$ cat config.mk
export PLATFORM = sky130hd
export DESIGN_NAME = ps2_keycode_rx_flat
export DESIGN_NICKNAME = d
export VERILOG_FILES = /design/src/rtl/ps2_keycode_rx_if.sv /design/src/rtl/ps2_keycode_rx.sv /design/src/flat_wrapper.sv
export SDC_FILE = /design/constraint.sdc
export NUM_CORES = 1
export LEC_CHECK = 0
export CORE_MARGIN = 2
export CORE_UTILIZATION = 51
export DETAILED_ROUTE_END_ITERATION = 8
export GPL_ROUTABILITY_DRIVEN = 0
export GPL_TIMING_DRIVEN = 0
export HOLD_SLACK_MARGIN = 0.12
export PLACE_DENSITY = 0.7
export SLEW_MARGIN = 20
export SYNTH_ARGS = -nofsm -noshare
export SYNTH_HDL_FRONTEND = slang
export SYNTH_SLANG_ARGS = --single-unit
$ cat constraint.sdc
create_clock -name clk -period 1.54 [get_ports clk]
set_input_delay 0.154 -clock clk [delete_from_list [all_inputs] [get_ports clk]]
set_output_delay 0.154 -clock clk [all_outputs]
set_load 0.03 [all_outputs]
$ cat src/rtl/ps2_keycode_rx_if.sv
// rtl/ps2_keycode_rx_if.sv - PS/2 pin and keycode bus bundle for ps2_keycode_rx
//
// Purpose
//   Groups the raw PS/2 pins and the decoded keycode outputs into one bundle.
//   The slave modport is the receiver side, which reads the pins and drives
//   the keycode bus. The master modport is the environment side, which drives
//   the pins and consumes the keycode bus.
// Signals
//   ps2_clk    1   raw PS/2 clock from keyboard, asynchronous, idle high
//   ps2_data   1   raw PS/2 data from keyboard, asynchronous, idle high
//   keycode    16  {prior byte, last good byte}
//   key_valid  1   one-cycle pulse on keycode update
//   frame_err  1   one-cycle pulse on parity, stop or timeout error

`timescale 1ns/1ps

interface ps2_keycode_rx_if;
   logic        ps2_clk;
   logic        ps2_data;
   logic [15:0] keycode;
   logic        key_valid;
   logic        frame_err;

   modport master (
      output ps2_clk,
      output ps2_data,
      input  keycode,
      input  key_valid,
      input  frame_err
   );

   modport slave (
      input  ps2_clk,
      input  ps2_data,
      output keycode,
      output key_valid,
      output frame_err
   );
endinterface

$ cat src/rtl/ps2_keycode_rx.sv
// rtl/ps2_keycode_rx.sv - PS/2 keyboard frame receiver producing a 16-bit keycode bus
//
// Purpose
//   The receiver synchronises and deglitches ps2_clk, and it synchronises
//   ps2_data. On each filtered falling edge it steps a start/data/parity/stop
//   state machine. Every good byte is shifted into keycode as
//   {previous byte, latest byte}.
//   A watchdog drops partial frames that stall.
// Parameters
//   FILTER_LEN   consecutive equal samples before the filtered clock follows
//   TIMEOUT_CYC  cycles without a filtered fall before a partial frame is dropped
// Ports
//   clk   in  system clock
//   rst   in  synchronous reset, active-high
//   bus   ps2_keycode_rx_if.slave (ps2_clk, ps2_data in; keycode, key_valid, frame_err out)

`timescale 1ns/1ps

module ps2_keycode_rx #(
   parameter int FILTER_LEN  = 8,
   parameter int TIMEOUT_CYC = 200000
) (
   input  logic                  clk,
   input  logic                  rst,
   ps2_keycode_rx_if.slave       bus
);

   localparam int FW  = $clog2(FILTER_LEN + 1);
   localparam int WDW = $clog2(TIMEOUT_CYC);

   typedef enum logic [1:0] {
      IDLE,
      DATA,
      PARITY,
      STOP
   } state_t;

   // ------------------------------------------------------------------
   // Input conditioning
   // ------------------------------------------------------------------
   logic          clk_meta;
   logic          clk_sync;
   logic          dat_meta;
   logic          dat_sync;
   logic          filt_clk;
   logic          filt_clk_d;
   logic [FW-1:0] filt_cnt;
   logic          fall;

   // All conditioning flops are preset high so that the line idles high
   // out of reset and no spurious fall occurs.
   always_ff @(posedge clk) begin
      if (rst) begin
         clk_meta   <= 1'b1;
         clk_sync   <= 1'b1;
         dat_meta   <= 1'b1;
         dat_sync   <= 1'b1;
         filt_clk   <= 1'b1;
         filt_clk_d <= 1'b1;
         filt_cnt   <= '0;
      end else begin
         clk_meta   <= bus.ps2_clk;
         clk_sync   <= clk_meta;
         dat_meta   <= bus.ps2_data;
         dat_sync   <= dat_meta;
         filt_clk_d <= filt_clk;
         // The counter tracks how many consecutive samples disagree with
         // the filtered level. Any agreeing sample restarts it, so a short
         // pulse never reaches the threshold.
         if (clk_sync == filt_clk) begin
            filt_cnt <= '0;
         end else if (filt_cnt == FW'(FILTER_LEN - 1)) begin
            filt_clk <= clk_sync;
            filt_cnt <= '0;
         end else begin
            filt_cnt <= filt_cnt + FW'(1);
         end
      end
   end

   assign fall = filt_clk_d & ~filt_clk;

   // ------------------------------------------------------------------
   // Frame state machine and watchdog
   // ------------------------------------------------------------------
   state_t         state_q,   state_n;
   logic [2:0]     bit_cnt_q, bit_cnt_n;
   logic [7:0]     sh_q,      sh_n;
   logic           par_ok_q,  par_ok_n;
   logic [WDW-1:0] wd_q,      wd_n;
   logic [15:0]    keycode_q, keycode_n;
   logic           key_valid_q, key_valid_n;
   logic           frame_err_q, frame_err_n;

   always_ff @(posedge clk) begin
      if (rst) begin
         state_q     <= IDLE;
         bit_cnt_q   <= '0;
         sh_q        <= '0;
         par_ok_q    <= 1'b0;
         wd_q        <= '0;
         keycode_q   <= '0;
         key_valid_q <= 1'b0;
         frame_err_q <= 1'b0;
      end else begin
         state_q     <= state_n;
         bit_cnt_q   <= bit_cnt_n;
         sh_q        <= sh_n;
         par_ok_q    <= par_ok_n;
         wd_q        <= wd_n;
         keycode_q   <= keycode_n;
         key_valid_q <= key_valid_n;
         frame_err_q <= frame_err_n;
      end
   end

   always_comb begin
      state_n     = state_q;
      bit_cnt_n   = bit_cnt_q;
      sh_n        = sh_q;
      par_ok_n    = par_ok_q;
      wd_n        = wd_q;
      keycode_n   = keycode_q;
      key_valid_n = 1'b0;
      frame_err_n = 1'b0;

      if (fall) begin
         // A fall always wins over a watchdog expiry in the same cycle.
         wd_n = '0;
         case (state_q)
            IDLE: begin
               if (!dat_sync) begin
                  state_n   = DATA;
                  bit_cnt_n = '0;
               end
            end
            DATA: begin
               // PS/2 sends the LSB first, so each new bit enters at the top.
               sh_n      = {dat_sync, sh_q[7:1]};
               bit_cnt_n = bit_cnt_q + 3'd1;
               if (bit_cnt_q == 3'd7) begin
                  state_n = PARITY;
               end
            end
            PARITY: begin
               par_ok_n = ^{sh_q, dat_sync};
               state_n  = STOP;
            end
            STOP: begin
               state_n = IDLE;
               if (dat_sync && par_ok_q) begin
                  keycode_n   = {keycode_q[7:0], sh_q};
                  key_valid_n = 1'b1;
               end else begin
                  frame_err_n = 1'b1;
               end
            end
            default: begin
               state_n = IDLE;
            end
         endcase
      end else if (state_q == IDLE) begin
         wd_n = '0;
      end else if (wd_q == WDW'(TIMEOUT_CYC - 1)) begin
         state_n     = IDLE;
         bit_cnt_n   = '0;
         wd_n        = '0;
         frame_err_n = 1'b1;
      end else begin
         wd_n = wd_q + WDW'(1);
      end
   end

   assign bus.keycode   = keycode_q;
   assign bus.key_valid = key_valid_q;
   assign bus.frame_err = frame_err_q;

endmodule
$ cat src/flat_wrapper.sv
// flat-port wrapper written by rule: the top's interface ports become plain ports
module ps2_keycode_rx_flat 
#(
   parameter int FILTER_LEN  = 8,
   parameter int TIMEOUT_CYC = 200000
)
  (clk, rst, bus_ps2_clk, bus_ps2_data, bus_keycode, bus_key_valid, bus_frame_err);
  ps2_keycode_rx_if bus_i ();
  input  logic clk;
  input  logic rst;
  input wire logic [$bits(bus_i.ps2_clk)-1:0] bus_ps2_clk;
  input wire logic [$bits(bus_i.ps2_data)-1:0] bus_ps2_data;
  output wire logic [$bits(bus_i.keycode)-1:0] bus_keycode;
  output wire logic [$bits(bus_i.key_valid)-1:0] bus_key_valid;
  output wire logic [$bits(bus_i.frame_err)-1:0] bus_frame_err;
  assign bus_i.ps2_clk = bus_ps2_clk;
  assign bus_i.ps2_data = bus_ps2_data;
  assign bus_keycode = bus_i.keycode;
  assign bus_key_valid = bus_i.key_valid;
  assign bus_frame_err = bus_i.frame_err;
  ps2_keycode_rx #(.FILTER_LEN(FILTER_LEN), .TIMEOUT_CYC(TIMEOUT_CYC)) u_core (.clk(clk), .rst(rst), .bus(bus_i));
endmodule
---- Word-level counts from Yosys, hierarchy flattened ----
Index checks and enable logic that the tools add are counted.
operators by class
  add/subtract/negate cells ............... 3
  $mul .................................... 0
  div/mod/pow operators ................... 0
  magnitude comparators ................... 0
  eq/ne operators ......................... 11
  shift-type cells ........................ 0
  multiplexer cells ....................... 17
  bitwise logic cells ..................... 5
  reductions and logical operators ........ 13
operator list
  kind                   number
  $add 18x1->18 const B  1
  $eq 18x18->1 const B   1
  $mux 3                 4
  $mux 2                 5
  $reduce_xor 9->1       1
  $pmux 2 s4             1
  $reduce_and 4->1       2
  $mux 1                 6
  $ne 3x3->1 const B     2
  $pmux 3 s2             1
  $reduce_and 2->1       3
  $reduce_or 3->1        2
  $add 4x1->4 const B    1
  $eq 2x2->1 const B     2
  $eq 4x3->1 const B     1
  $not 1->1              4
  $reduce_or 4->1        1
  $add 3x1->3 const B    1
  $eq 3x3->1 const B     1
  $reduce_and 3->1       1
  $eq 2x1->1 const B     1
  $logic_not 2->1        1
  $ne 2x1->1 const B     1
  $ne 2x2->1 const B     1
  4 further kinds        4
storage, ports and cells
  register bits ........................... 60
  latch bits .............................. 0
  RAM bits ................................ 0
  bits in read-only memories .............. 0
  input port bits ......................... 4
  output and inout port bits .............. 18
  logic and storage cells ................. 64
  memories ................................ 0

---- Depth between registers and ports, before layout ----
Gate-level depths: netlist of run 1.
  word-level depth ........................ 4
  mapped depth ............................ 7
  gate-level depth less buffers ........... 6

---- Worst setup path after synthesis of run 1 ----
OpenSTA, ideal clock, no wires.
  kind .................................... reg2reg
  start ................................... register u_core.state_q[1]
  end ..................................... register u_core.state_q[0]
  setup time .............................. 0.070 ns
  arrival time ............................ 1.634 ns
  data required time ...................... 1.470 ns
  slack ................................... -0.164 ns
  cell stages (with the launch flop) ...... 8
  buffers on the path ..................... 1
  period minus slack after synthesis ...... 1.704 ns
  cells stage by stage .................... dfxtp_1 inv_1 ha_1 nand3b_1 buf_2 a2bb2oi_1 mux2_2 a21oi_1
between the ends
  word-level cells in the longest chain between the ends .. 3
  elaborated cells between the ends (all ways) .. 10
  classes of those cells .................. 6 x eq/ne; 2 x mux; 2 x reduce/logical
ends and longest elaborated chain
  element                                                             RTL line               RTL
  start, declared                                                     ps2_keycode_rx.sv:86   state_t state_q, state_n;
  start signal, assigned                                              ps2_keycode_rx.sv:106  state_q <= state_n;
  $eq 2x1->1, or another cell as far along                            ps2_keycode_rx.sv:130  case (state_q)
  $ne 3x3->1 (no source line), or another cell as far along           --
  $reduce_and 4->1 (no source line) / $mux 2 (equally long branches)  --
Several ways; a longest one is shown, not always the timed one.
A chain may end at the register's enable or synchronous reset.

---- Worst setup path in the final report of run 1 ----
  start ................................... register u_core.wd_q[1]
  end ..................................... register u_core.frame_err_q, in the netlist u_core.bus.frame_err
between the ends
  word-level cells in the longest chain between the ends .. 4
ends and longest elaborated chain
  element                 RTL line               RTL
  start, declared         ps2_keycode_rx.sv:90   logic [WDW-1:0] wd_q, wd_n;
  start signal, assigned  ps2_keycode_rx.sv:110  wd_q <= wd_n;
  $eq 18x18->1            ps2_keycode_rx.sv:164  end else if (wd_q == WDW'(TIMEOUT_CYC - 1)) begin
  $mux 1                  ps2_keycode_rx.sv:164
  $mux 1                  ps2_keycode_rx.sv:162  end else if (state_q == IDLE) begin
  $mux 1                  ps2_keycode_rx.sv:127  if (fall) begin
  end signal, assigned    ps2_keycode_rx.sv:113  frame_err_q <= frame_err_n;
  end, declared           ps2_keycode_rx.sv:93   logic frame_err_q, frame_err_n;
No other way between the ends.

==> out/results.txt, run 1 <==
The run finished, with violations left. The checks that failed: setup timing. The filler cell count in the final layout is 405. After detailed routing, the number of remaining DRC violations is 0. The starting density of the core is 0.5367. Core area: 0.004786 mm^2. After the flow finishes, the layout carries non-filler instances totaling 393.

The repair_antennas step left the layout with diodes totalling 0. The instance count on the critical path is 5, and the fraction of registers with async set or reset after synthesis is 0. The number of flops mapped to enable cells by yosys works out to 0.

Synthesis inferred 60 register bits. The net count after synthesis was 290; the final period utilization was 1.025. The die area came out at 0.005621 mm^2.

Worst hold path class: in -> reg. Dividing the detail-routed wire length by the instance count gives 13.22 um. After clock tree synthesis, the clock-pin slew on the worst setup and hold paths is 0.06 ns. The run gives 0.056 as the portion of total power attributed to combinational logic.

Highest fanout seen on the critical path: 4. The post-placement cell count is 366. The total via count after detailed routing is 2028, and the final setup violation count is 1. For the upper clock frequency limit, the log shows 0.6338 GHz. The clock network power share was 0.413.

Once detail routing completed, the nets flagged for antenna violations numbered 0. VDD sags by at most 0.0006975 V. The clock reaches the later pin of the worst-skew pair after 0.34 ns. By startpoint and endpoint, the worst setup path is classified as reg -> reg. In this run the power spent charging and discharging nets is 671.4 uW. The clock sink total is 60, and the total standard cell area after synthesis is 0.002569 mm^2. For this block, the initial DRC count from the detailed router was 100. The sum of net half-perimeters after detailed placement is 3.314 mm, and the proportion of synthesized chip area in sequential cells is 0.4676.

The minimum clock period after layout is 1.578 ns, and the max-slew headroom at the worst pin is 0.6910. The global-route wire length before repair was 8.452 mm. The data required time of the critical path was 1.79 ns. CTS placed an instance of sky130_fd_sc_hd__clkbuf_8 at the clock tree root.

The critical path goes through ha_4 -> and3_4 -> nand4_4 -> or4_4 -> a21oi_2. The clock skew after layout was 0.007641 ns; the mean instance size in the synthesized netlist was 9.240 um^2. First-pass detailed-route iteration total: 5. Together, buffers and inverters on the worst path number 0. The slew of the pin with the lowest slew margin came out at 0.4635 ns.

Using the TritonRoute via totals, the vias-per-cell ratio works out to 5.160. The initialized floorplan defines 25 standard-cell rows. Across the run, the number of max-cap violations was 0. Total I/O pin count: 22.

STA classifies the critical path endpoint as a register. The run gives 0 as the total congestion overflow after global routing. TritonCTS built the clock tree.

After clock tree synthesis, the flow added hold-fix buffers numbering 0. The final net count was 334. On the critical path the largest part of the delay comes from simple AND/OR/NAND/NOR gates.

The tools report the cell count after synthesis as 278. The maximum root-to-sink buffer count is 2. Internal power comes to 2.295 mW. The main flop type after synthesis was sky130_fd_sc_hd__dfxtp_1. The switching share of power was 0.2264. Summed over all layers, the routed wires come to 5.196 mm. The initial antenna violation count came out at 0. For this design the ratio of total power to cell area is 901.4 mW/mm^2.

Setup repair after global routing could not meet its margin everywhere. The tightest hold path in the finished design has a slack of 0.3820 ns. From synthesis to final layout, the design area changed by 28.11%. Measured along the x axis, the die boundary spans 74.97 um. The tools report the portion of total power attributed to sequential cells as 0.531.

The clock tree synthesis step divided the H-tree into 3 levels. The worst register-to-register path has a depth of 5. The run gives -0.03782 ns as the final worst setup slack. For the leakage power, the log shows 1.317 nW. Final number of hold-violating endpoints: 0. The worst setup path is launched from a register. For the worst setup path, the data arrival time is 1.83 ns. Counting instances, the worst hold path has a depth of 2. From bottom edge to top edge, the die measures 74.97 um. The count of distinct cell types in the synthesized netlist is 42, and the ratio of cells with drive above 1 in the final layout is 0.2362. The final-report max-slew violation count was 0; the maximum number of pins on one net before global-route repair was 18. Counting the buffers created by CTS gives 9. The via count of the first global-routing pass is 1841, and the longest individual stage delay on the worst path is 0.50 ns. On the critical path, the stage with the largest delay is an instance of sky130_fd_sc_hd__or4_4. The count of buffers added on input and output ports is 21. The total routing resource utilization after global routing was 0.2046.

For the Yosys warning count, the log shows 0.
[worst paths after layout]
kind                                                 start                              end  slack (ns)
worst max-delay path             u_core.wd_q[1]$_SDFF_PP0_  u_core.bus.frame_err$_SDFF_PP0_       -0.04
worst min-delay path                           bus_ps2_clk       u_core.clk_meta$_SDFF_PP1_        0.38
worst max register to register   u_core.wd_q[1]$_SDFF_PP0_  u_core.bus.frame_err$_SDFF_PP0_       -0.04
worst min register to register  u_core.dat_meta$_SDFF_PP1_       u_core.dat_sync$_SDFF_PP1_        0.41
[layout make-up]
type	instances	area, um^2	share of cell area
Inverter	6	22.52	0.006844
Buffer	10	70.07	0.02129
Sequential cell	60	1235	0.3753
Tap cell	67	83.83	0.02548
Clock buffer	13	158.9	0.04829
Clock inverter	2	10.01	0.003042
Multi-Input combinational cell	200	1390	0.4224
Timing Repair Buffer	35	320.3	0.09734
[Yosys cell counts, types with 2 or more instances]
| master | number | area, um^2 |
|---|---|---|
| sky130_fd_sc_hd__a21oi_1 | 26 | 130.1 |
| sky130_fd_sc_hd__and3_1 | 2 | 12.51 |
| sky130_fd_sc_hd__and4_1 | 2 | 17.52 |
| sky130_fd_sc_hd__buf_2 | 4 | 20.02 |
| sky130_fd_sc_hd__buf_4 | 2 | 15.01 |
| sky130_fd_sc_hd__clkbuf_1 | 5 | 18.77 |
| sky130_fd_sc_hd__dfxtp_1 | 60 | 1201 |
| sky130_fd_sc_hd__ha_1 | 8 | 100.1 |
| sky130_fd_sc_hd__inv_1 | 6 | 22.52 |
| sky130_fd_sc_hd__mux2_2 | 2 | 22.52 |
| sky130_fd_sc_hd__mux2i_1 | 8 | 80.08 |
| sky130_fd_sc_hd__nand2_1 | 39 | 146.4 |
| sky130_fd_sc_hd__nand3_1 | 8 | 40.04 |
| sky130_fd_sc_hd__nand3b_1 | 4 | 30.03 |
| sky130_fd_sc_hd__nand4_1 | 6 | 37.54 |
| sky130_fd_sc_hd__nand4b_1 | 2 | 17.52 |
| sky130_fd_sc_hd__nor2_1 | 29 | 108.9 |
| sky130_fd_sc_hd__nor2b_1 | 4 | 25.02 |
| sky130_fd_sc_hd__o211ai_1 | 6 | 45.04 |
| sky130_fd_sc_hd__o21ai_0 | 6 | 30.03 |
| sky130_fd_sc_hd__or2_2 | 5 | 31.28 |
| sky130_fd_sc_hd__or3_1 | 6 | 37.54 |
| sky130_fd_sc_hd__xnor2_1 | 8 | 70.07 |
| sky130_fd_sc_hd__xor2_1 | 12 | 105.1 |
[sequential cells by signal (all words and copies together) (netlist names)]
register	flops
u_core.clk_sync	1
u_core.bus.keycode	16
u_core.dat_meta	1
u_core.dat_sync	1
u_core.state_q	2
u_core.sh_q	8
u_core.filt_clk	1
u_core.bus.frame_err	1
u_core.bus.key_valid	1
u_core.clk_meta	1
u_core.wd_q	18
u_core.filt_cnt	4
u_core.bit_cnt_q	3
u_core.par_ok_q	1
u_core.filt_clk_d	1
[through the flow]
step                utilization  worst slack [ns]  cell area [um^2]  TNS (ns)  power [mW]
floorplan                     -          0.006425              2604         0       1.700
global placement         0.6055           -0.3537              2898    -7.075       1.735
detailed placement       0.6055           -0.3428              2898    -7.393       1.738
CTS                      0.6625          -0.03191              3171  -0.07157       2.979
global route             0.6876          -0.07088              3291   -0.4886       3.080
finish                   0.6876          -0.03782              3291  -0.03782       2.966
[routing by layer]
layer | up-vias | routed length (um) | global-route usage
met5 | - | 0 | 0
met4 | 0 | 53 | 0.1151
met3 | 4 | 249 | 0.05355
met2 | 40 | 2314 | 0.3012
met1 | 942 | 2580 | 0.2727
li1 | 1042 | - | -
[power by group through the flow]
stage / registers [mW] / logic (mW) / clock network, mW
finish: 1.58 / 0.166 / 1.23
global route: 1.58 / 0.180 / 1.32
CTS: 1.58 / 0.138 / 1.26
detailed placement: 1.61 / 0.124 / 0
global placement: 1.61 / 0.122 / 0
floorplan: 1.61 / 0.0894 / 0
[cells by family (layout without fill, tap and decap cells)]
family,after synthesis,after routing,share of synthesized area
AO/OA/AOI/OAI,42,42,0.09303
AND/OR/NAND/NOR,119,119,0.2494
buffers and inverters,18,66,0.03409
multiplexers,10,10,0.03994
adder cells (fa/ha/maj),8,8,0.03897
flip-flops,60,60,0.4676
XOR/XNOR,21,21,0.07696
[repair_timing]
item,CTS,global route
pin swaps,4,9
gates cloned,0,1
setup endpoints to repair,38,43
resized for setup,19,37
buffers inserted,9,4
[placed cells by master, fill, tap and decap left out, drive strengths merged, types with 3 or more instances in the layout]
cell,Yosys,final
xnor2,8,8
a21oi,26,26
and4,3,3
nand2,40,40
o211ai,6,6
inv,6,6
clkdlybuf4s50,0,13
or3,6,6
dlymetal6s2s,0,3
nand3,8,8
dfxtp,60,60
nand3b,4,4
clkbuf,5,19
or2,5,5
buf,7,18
nor2,29,29
nor2b,4,4
dlygate4sd2,0,5
nand4,8,8
ha,8,8
o21ai,7,7
xor2,12,12
mux2i,8,8
No activity file was read; power rests on OpenSTA's default activity.
==> run 2: changes to the inputs <==
--- a/config.mk
+++ b/config.mk
@@ -12,7 +12,7 @@
 export GPL_TIMING_DRIVEN = 0
 export HOLD_SLACK_MARGIN = 0.12
 export PLACE_DENSITY = 0.7
-export SLEW_MARGIN = 20
+export SLEW_MARGIN = 15
 export SYNTH_ARGS = -nofsm -noshare
 export SYNTH_HDL_FRONTEND = slang
 export SYNTH_SLANG_ARGS = --single-unit
==> results of run 2 <==
The final DEF is identical to that of run 1; final timing and power are the same.
==> run 3: changes to the inputs <==
--- a/config.mk
+++ b/config.mk
@@ -12,6 +12,7 @@
 export GPL_TIMING_DRIVEN = 0
 export HOLD_SLACK_MARGIN = 0.12
 export PLACE_DENSITY = 0.7
+export RECOVER_POWER = 25
 export SLEW_MARGIN = 15
 export SYNTH_ARGS = -nofsm -noshare
 export SYNTH_HDL_FRONTEND = slang
==> run 3 against run 2 <==
The run still ends with setup timing left. Core utilization is 0.55 points lower. Total power about the same. Non-clock buffer count is the same. Clock-buffer cell count unchanged. Clock power about the same. Flip-flop and latch count is the same.
==> out/results.txt, run 3 (synthesis results as in run 1) <==
The flow ran to the end, but the final reports show violations. The final reports fail on setup timing. The register with the most flip-flops in the final layout is u_core.wd_q.

The worst setup path is captured at a register. For the wire length reported by the detailed router, the log shows 5.199 mm (about the same). The die span in x is 74.97 um (unchanged).

Initial antenna violation count: 0 (unchanged). The post-placement cell count is 366 (unchanged), and the clock transition time at the flip-flop clock pins of the worst setup and hold paths is 0.06 ns (about the same). The minimum clock period after layout was 1.578 ns (-0.00002180 ns); the arrival time of the worst setup path was 1.83 ns (about the same).

The critical path is of the reg -> reg type. The highest fanout seen on the critical path was 4 (unchanged). The gate family responsible for the most delay along the worst path was simple AND/OR/NAND/NOR gates.

The CTS H-tree depth is 3 (unchanged), and the maximum number of pins on one net before global-route repair is 18 (unchanged). The leakage power came out at 1.254 nW (-4.8%). The tools report the final worst setup slack as -0.03780 ns (+0.00002180 ns). The starting DRC count in detailed routing is 100 (unchanged), and the total negative slack is -0.03780 ns (+0.00002180 ns). The library cells used most frequently in the layout, excluding fill and tap cells, are sky130_fd_sc_hd__dfxtp_1 (47), sky130_fd_sc_hd__nand2_1 (39), sky130_fd_sc_hd__nor2_1 (29). The via count of the first global-routing pass is 1841 (unchanged), and the vias per cell is 5.158 (about the same). The final number of hold-violating endpoints was 0 (unchanged). The slew of the pin with the lowest slew margin is 0.4634 ns (-0.0001106 ns). The total routing resource utilization after global routing came out at 0.2046 (unchanged). The max-capacitance violation count is 0 (unchanged), and the max-slew headroom at the worst pin is 0.6911 (about the same).

The run gives 0.5367 (unchanged) as the starting density of the core. Setup repair after global routing could not meet its margin everywhere. Area growth from synthesis to layout: 27.08%. Ratio of cells with drive above 1 in the final layout: 0.2362 (unchanged). The final period utilization is 1.025 (about the same). The placement-stage worst setup slack was -0.3428 ns (unchanged). For the total via count after detailed routing, the log shows 2027 (-0.049%). The most common cell after layout, fill and taps aside was sky130_fd_sc_hd__dfxtp_1. The path class of the tightest hold or removal check is in -> reg.

The total I/O pin count is 22 (unchanged). The clock skew after layout came out at 0.007639 ns (-0.000001390 ns). The power consumption was 2.968 mW (about the same); the height of the die was 74.97 um (unchanged). Buffers plus inverters on the worst setup path: 0 (unchanged). The clock latency reported for the late side of the worst-skew pair is 0.34 ns (about the same), and the hold buffer count at CTS is 0 (unchanged).

The cell row count was 25 (unchanged). The final-report max-slew violation count came out at 0 (unchanged). The core area was 0.004786 mm^2 (unchanged); the sum of net half-perimeters after detailed placement was 3.314 mm (unchanged). The longest individual stage delay on the worst path was 0.50 ns (about the same).

The logs give 60 (unchanged) for the clock sink total and 8.452 mm (unchanged) for the global-route wire length before repair. The upper clock frequency limit was 0.6338 GHz (about the same); the final net count was 334 (unchanged). The run gives 393 (unchanged) as the final non-filler cell total. The post-detailed-route count of antenna-violating nets came out at 0 (unchanged). The root buffer cell chosen for the clock tree is sky130_fd_sc_hd__clkbuf_8.

The logs give 0.6821 (-0.005490) for the final cell utilization of the core and 0 (unchanged) for the count of unresolved DRC violations after routing. The power density over cell area was 909.2 mW/mm^2 (+0.86%); the final setup violation count was 1 (unchanged). The logs give 2 (unchanged) for the maximum root-to-sink buffer count and 0.0006992 V (+0.25%) for the worst supply voltage drop on vdd.

For the first-pass detailed-route iteration total, the log shows 5 (unchanged). The run gives 0 (unchanged) as the antenna diode count. For the total congestion overflow after global routing, the log shows 0 (unchanged). The cell type of the slowest stage on the worst timing path is sky130_fd_sc_hd__or4_4. The run gives 9 (unchanged) as the number of CTS-inserted buffers. The worst setup path is launched from a register.

The die area is 0.005621 mm^2 (unchanged), and the final worst hold slack is 0.3798 ns (-0.002233 ns). Area of all placed cells without fillers: 0.003264 mm^2 (-0.80%). TritonCTS built the clock tree. The cell area after placement is 0.002898 mm^2 (unchanged). Traced cell by cell, the critical path runs through ha_4 -> and3_4 -> nand4_4 -> or4_4 -> a21oi_2. The flip-flop count of the largest register after layout came out at 18 (unchanged). For the data required time of the critical path, the log shows 1.79 ns (about the same).

The count of input and output buffers is 21 (unchanged). The routed length per placed instance works out to 13.23 um (about the same).
[run 3: per-layer routing]
metal,share of wire,track usage,up-vias
li1,-,-,1043
met1,0.50,0.2727,940
met2,0.44,0.3012,38
met3,0.042,0.05355,6
met4,0.018,0.1151,0
met5,0,0,-
[run 3: power by group]
part	internal (mW)	switching, mW
combinational	0.0769	0.0888
clock	0.658	0.569
sequential	1.56	0.0154
[run 3: cell type report]
class / instances / area (um^2)
clock buffers: 13 / 158.9
well taps: 67 / 83.83
clock inverters: 2 / 10.01
multi-input cells: 200 / 1390
inverters: 6 / 22.52
flip-flops and latches: 60 / 1235
plain buffers: 10 / 70.07
fillers: 409 / 1521
repair buffers: 35 / 294.0
[run 3: final timing paths]
check,from,endpoint,slack (ns),depth (start not counted)
setup reg to reg,u_core.wd_q[1]$_SDFF_PP0_,u_core.bus.frame_err$_SDFF_PP0_,-0.04,5
hold / removal,bus_ps2_clk,u_core.clk_meta$_SDFF_PP1_,0.38,2
setup / recovery,u_core.wd_q[1]$_SDFF_PP0_,u_core.bus.frame_err$_SDFF_PP0_,-0.04,5
hold reg to reg,u_core.dat_meta$_SDFF_PP1_,u_core.dat_sync$_SDFF_PP1_,0.41,1
[run 3: timing repair]
item / in CTS / in global routing
pin swaps: 4 / 9
gates cloned: 0 / 1
endpoints found under the setup margin: 38 / 43
setup buffers: 9 / 4
resized for setup: 19 / 37
